`src/rtl/uart_tx_serializer.sv`:
```
// uart_tx_serializer: 16x-tick timed UART transmitter (start, D_BIT data LSB first, stop).
module uart_tx_serializer #(
  parameter int D_BIT = 8,
  parameter int SB_TICK = 16
) (
  input  logic             clk,
  input  logic             rst,
  input  logic             s_tick,
  input  logic             tx_start,
  input  logic [D_BIT-1:0] din,
  output logic             tx,
  output logic             tx_busy,
  output logic             tx_done_tick
);
  localparam int SW = $clog2(SB_TICK > 16 ? SB_TICK : 16);
  localparam int NW = $clog2(D_BIT);
  typedef enum logic [1:0] {IDLE, START, DATA, STOP} state_t;
  state_t           state;
  logic [SW-1:0]    s_cnt;
  logic [NW-1:0]    n_cnt;
  logic [D_BIT-1:0] shreg;
  logic             tx_reg;
  logic             bit_end;
  assign bit_end      = s_tick && s_cnt == SW'(15);
  assign tx_done_tick = state == STOP && s_tick && s_cnt == SW'(SB_TICK - 1);
  assign tx_busy      = state != IDLE;
  assign tx           = tx_reg;
  // tx follows the state of the previous cycle, so it lags transitions by one clk
  always_ff @(posedge clk) begin
    if (!rst) begin
      state  <= IDLE;
      s_cnt  <= '0;
      n_cnt  <= '0;
      shreg  <= '0;
      tx_reg <= 1'b1;
    end else begin
      tx_reg <= state == START ? 1'b0 : state == DATA ? shreg[0] : 1'b1;
      case (state)
        IDLE:
          if (tx_start) begin
            shreg <= din;
            s_cnt <= '0;
            state <= START;
          end
        START:
          if (bit_end) begin
            s_cnt <= '0;
            n_cnt <= '0;
            state <= DATA;
          end else if (s_tick) s_cnt <= s_cnt + 1'b1;
        DATA:
          if (bit_end) begin
            s_cnt <= '0;
            shreg <= shreg >> 1;
            if (n_cnt == NW'(D_BIT - 1)) state <= STOP;
            else n_cnt <= n_cnt + 1'b1;
          end else if (s_tick) s_cnt <= s_cnt + 1'b1;
        STOP:
          if (tx_done_tick) state <= IDLE;
          else if (s_tick) s_cnt <= s_cnt + 1'b1;
        default: state <= IDLE;
      endcase
    end
  end
endmodule

```
`config.mk`:
```
export PLATFORM = sky130hd
export DESIGN_NAME = uart_tx_serializer
export DESIGN_NICKNAME = d
export VERILOG_FILES = /design/src/rtl/uart_tx_serializer.sv
export SDC_FILE = /design/constraint.sdc
export NUM_CORES = 1
export LEC_CHECK = 0
export CAP_MARGIN = 0
export CORE_UTILIZATION = 30
export CTS_BUF_LIST = sky130_fd_sc_hd__clkbuf_4 sky130_fd_sc_hd__clkbuf_8 sky130_fd_sc_hd__clkbuf_16
export DETAILED_ROUTE_END_ITERATION = 6
export GPL_ROUTABILITY_DRIVEN = 0
export SLEW_MARGIN = 20
export SYNTH_ARGS = -nofsm -noshare
export SYNTH_HDL_FRONTEND = slang
export SYNTH_SLANG_ARGS = --single-unit
export TNS_END_PERCENT = 50
```
`constraint.sdc`:
```
create_clock -name clk -period 2.3 [get_ports clk]
set_clock_uncertainty 0.2 [all_clocks]
set_input_delay 0.23 -clock clk [delete_from_list [all_inputs] [get_ports clk]]
set_output_delay 0.23 -clock clk [all_outputs]
set_load 0.01 [all_outputs]
```
== Word level (Yosys, flattened, before mapping) ==
Index checks and enable logic that the tools add are counted.
Word-level totals
  register bits: 18
  input port bits: 12
  output and inout bits: 3
  word-level logic and storage cells: 51
Operators by class
  add/sub/neg operators: 2
  equality and inequality tests: 12
  multiplexer cells: 20
  reductions and logical operators: 12
Operators by type and width (number)
  $mux W4: 4
  $mux W8: 2
  $pmux W8 S2: 1
  $ne A2 B2 Y1 const B: 6
  $pmux W4 S3: 1
  $mux W2: 5
  $mux W3: 3
  $pmux W2 S4: 1
  $pmux W3 S2: 1
  $reduce_bool A2 Y1: 3
  $reduce_and A5 Y1: 1
  $add A4 B1 Y4 const B: 1
  $eq A2 B2 Y1 const B: 2
  $eq A4 B4 Y1 const B: 1
  $reduce_and A4 Y1: 1
  $add A3 B1 Y3 const B: 1
  $eq A3 B3 Y1 const B: 1
  $logic_and A1 B1 Y1: 3
  $reduce_and A3 Y1: 1
  $eq A2 B1 Y1 const B: 1
  $logic_not A2 Y1: 1
  $mux W1: 2
  $ne A2 B1 Y1 const B: 1
  $reduce_and A2 Y1: 1
  $reduce_or A2 Y1: 1

== Longest topological paths before layout ==
  depth after elaboration: 5
  depth in mapped cells: 8

== Worst setup path before layout ==
No wires, ideal clock.
  path type: register -> register
  start point: register state[0]
  end point: register s_cnt[3]
  library setup time: 70 ps
  arrival time: 1581 ps
  required time: 2030 ps
  setup slack: 449 ps
  cell stages (with the launch flop): 7
  buffers on the path: 0
  period minus slack after synthesis: 1851 ps
  cells stage by stage: dfxtp_1 inv_1 ha_1 and2b_1 or3_1 a211o_1 a21boi_1
Between the ends
  longest elaborated chain between the ends: 5
  elaborated cells on any way between the ends: 11
Ends and longest elaborated chain
  start: declaration: line 18  | state_t state;
  start signal: assignment: line 31  | state <= IDLE;
  start signal: assignment: line 43  | state <= START;
  start signal: assignment: line 49  | state <= DATA;
  $eq A2 B2 Y1: line 25, 38
  $logic_and A1 B1 Y1 (2 in series): line 25  | assign tx_done_tick = state == STOP && s_tick && s_cnt == SW'(SB_TICK - 1);
  $ne A2 B2 Y1 (no line)
  $reduce_and A2 Y1 (no line)
  end signal: assignment: line 50  | end else if (s_tick) s_cnt <= s_cnt + 1'b1;
  end signal: assignment: line 57  | end else if (s_tick) s_cnt <= s_cnt + 1'b1;
  end signal: assignment: line 60  | else if (s_tick) s_cnt <= s_cnt + 1'b1;
  end: declaration: line 19  | logic [SW-1:0] s_cnt;
Parallel ways exist; a longest one is shown, timed or not.
A chain may end at the register's enable or synchronous reset.

== Worst setup path after layout ==
  start point: register s_cnt[0]
  end point: output tx_done_tick
Between the ends
  longest elaborated chain between the ends: 2
Ends and longest elaborated chain
  $eq A4 B4 Y1: line 25
  $logic_and A1 B1 Y1: line 25
  end: declaration: line 13  | output logic tx_done_tick
No other way between the ends.

==> results.md <==
- Outcome: complete, no violations
- Top FF cell, synth: dfxtp_1
- Arr. time, crit path: 1.77 ns
- Largest net degree at the start of global routing: 20
- Slew headroom: 72.6%
- Sequential share of the synthesized area: 35.5%
- Port Buffers: 14
- Io pins: 15
- Final Util: 40.1%
- Ys Warns: 0
- Hold_sp: n_cnt[1]
- Syn Nets: 127
- Fin. Hold Viols: 0
- Rows: 20
- Mapped Cells: 107
- Max reg flops: 8
- PD cells: 1040 nW/µm²
- DRC Markers: 0
- CTS Root Cell: clkbuf_4
- Largest Register: shreg
- Vias in the first global route: 774
- Nets: 145
- Hpwl dp: 1380 µm
- Initial antenna violation count: 0
- Worst R2R Path Depth: 6
- Routed WL per cell: 11.6 µm
- WS Path Type: reg -> out
- Final setup viols: 0
- First-pass GRT wire length: 3310 µm
- R2R Path Start: state[0]
- P_leak: 0.536 nW
- Via count: 826
- P&R area growth vs syn: 23.7%
- Minimum clock period after layout: 2.20 ns
- Total Power: 1.30 mW
- Clock Path Buffers: 2
- Total grt overflow: 0
- 1st-iter DRT viols: 14
- Worst-Skew Late Latency: 0.29 ns
- # H-tree levels: 1
- Antenna Nets Post-Route: 0
- FMAX: 0.455 GHz
- Yosys reg bits: 18
- Inserted Diodes: 0
- Die X: 60.2 µm
- Worst-Margin Slew: 0.407 ns
- Worst EP required: 1.87 ns
- Final WL: 1950 µm
- CTS tree: built
- Synth async-reset ratio: 0%
- Hold EP: n_cnt[1]
- Mapped cell area: 1010 µm²
- Starting Density: 32.4%
- Die Ht: 60.2 µm
- Mean Syn Cell Area: 9.48 µm²
- CTS buffer count: 3
- Crit start category: flop
- Clock slew at reported path FFs: 0.11 ns
- R2r endpoint: s_cnt[3]
- Yosys cell types: 35
- Core area: 3130 µm²
- EDFF count, synth: 0
- Top flop regs: shreg: 8 flops, s_cnt: 4 flops, n_cnt: 3 flops
- Hold Path Depth: 2
- Part of the cycle the worst path needs: 95.5%
- DRT Pass-1 Iters: 2
- GRT Overall Usage: 12.4%
- Max-cap check violation count: 0
- Maximum vdd ir drop: 391 µV
- Type of element capturing the critical path: primary output
- CTS sink count: 18
- Die Area: 3620 µm²
- Reg-to-reg setup timing slack: 0.27 ns
- Vias per inst: 4.92
- Ratio of cells with drive above 1 in the final layout: 11.3%
- Maximum fanout count along the critical path: 4
- Slew Limit Fails: 0
- Min-Delay Path Class: reg -> reg
-- power by group --
part	internal, mW	total (mW)	switching [mW]	leakage, nW
Combinational	0.318	0.662	0.344	0.366
Clock	0.0964	0.200	0.103	0.0210
Sequential	0.393	0.439	0.0462	0.149
-- worst max-delay path, cell delays in order, from the launching register on --
cell and delay [ns]:
dfxtp_2 0.38, ha_2 0.22, and4_1 0.23, and2_1 0.12, clkdlybuf4s50_1 0.52
-- cell families (layout without fill, tap and decap cells) --
family,after synthesis,after routing,synth area share (%)
AOI/OAI and AO/OA,30,30,24.3
adders and majority gates,8,8,9.86
buffers and inverters,9,26,4.44
DFF,18,18,35.5
muxes,8,8,7.89
and+or+nand+nor,34,34,18.0
-- area by class of cell --
cell class | count | area (µm²)
Fill cell | 325 | 1870
Inverter | 3 | 11.3
Clock buffer | 4 | 36.3
Multi-Input combinational cell | 80 | 612
Tap cell | 44 | 55.1
Sequential cell | 18 | 363
Timing Repair Buffer | 19 | 178
-- cell usage in the layout (no fill, tap or decap), types with 2 or more instances in the layout --
cell	n
buf_4	5
mux2i_1	8
ha_1	7
o21bai_1	3
nor2b_1	3
clkbuf_4	3
a21oi_1	4
clkdlybuf4s50_1	14
o211ai_1	2
nor2_1	2
nand2_1	16
dfxtp_2	2
o211a_1	7
nand4_1	3
dfxtp_1	16
inv_1	3
a21boi_1	2
o21ai_0	2
a21boi_0	3
-- metrics by stage --
stage	setup WS (ns)	hold WS [ns]	cells	TNS [ns]	cell area, µm²
floorplan	0.449	0.193	107	0	1010
finish	0.103	0.274	168	0	1250
global placement	0.318	0.253	164	0	1210
CTS	0.0410	0.279	168	0	1250
detailed placement	0.296	0.263	164	0	1210
global route	-0.00692	0.277	168	-0.00692	1250
-- cell usage after synthesis (3+ instances only) --
cell type	instances	share of area (%)
buf_2	3	1.5
inv_1	3	1.1
dfxtp_1	18	36
o21bai_1	3	2.2
a21oi_1	4	2.0
a21boi_0	3	2.2
nand2_1	16	5.9
ha_1	8	9.9
mux2i_1	8	7.9
o211a_1	7	6.9
nand4_1	3	1.8
nor2b_1	3	1.8
-- routing by layer --
layer	part of all wire, %	track usage, %	vias up	wire length, µm
met2	45	19.5	10	870
li1	-	-	426	-
met5	0	0	-	0
met3	2.0	1.95	2	38
met4	1.4	7.97	0	27
met1	52	15.6	388	1010
-- worst max path at each step --
| stage | start | end | cells past startpoint |
|---|---|---|---|
| after CTS | s_cnt[0] | tx_done_tick | 4 |
| final | s_cnt[0] | tx_done_tick | 4 |
| after global routing | s_cnt[0] | tx_done_tick | 4 |
| after detailed placement | state[0] | s_cnt[3] | 6 |
| after global placement | tx_start | s_cnt[3] | 5 |
| after floorplan | state[0] | s_cnt[3] | 6 |
-- repair_timing --
action	in CTS	in global routing
buffers inserted	0	0
endpoints found under the setup margin	0	1
hold buffers	0	0
endpoints found under the hold margin	0	0
resized for setup	0	3
Power figures use the tool's default switching activity.
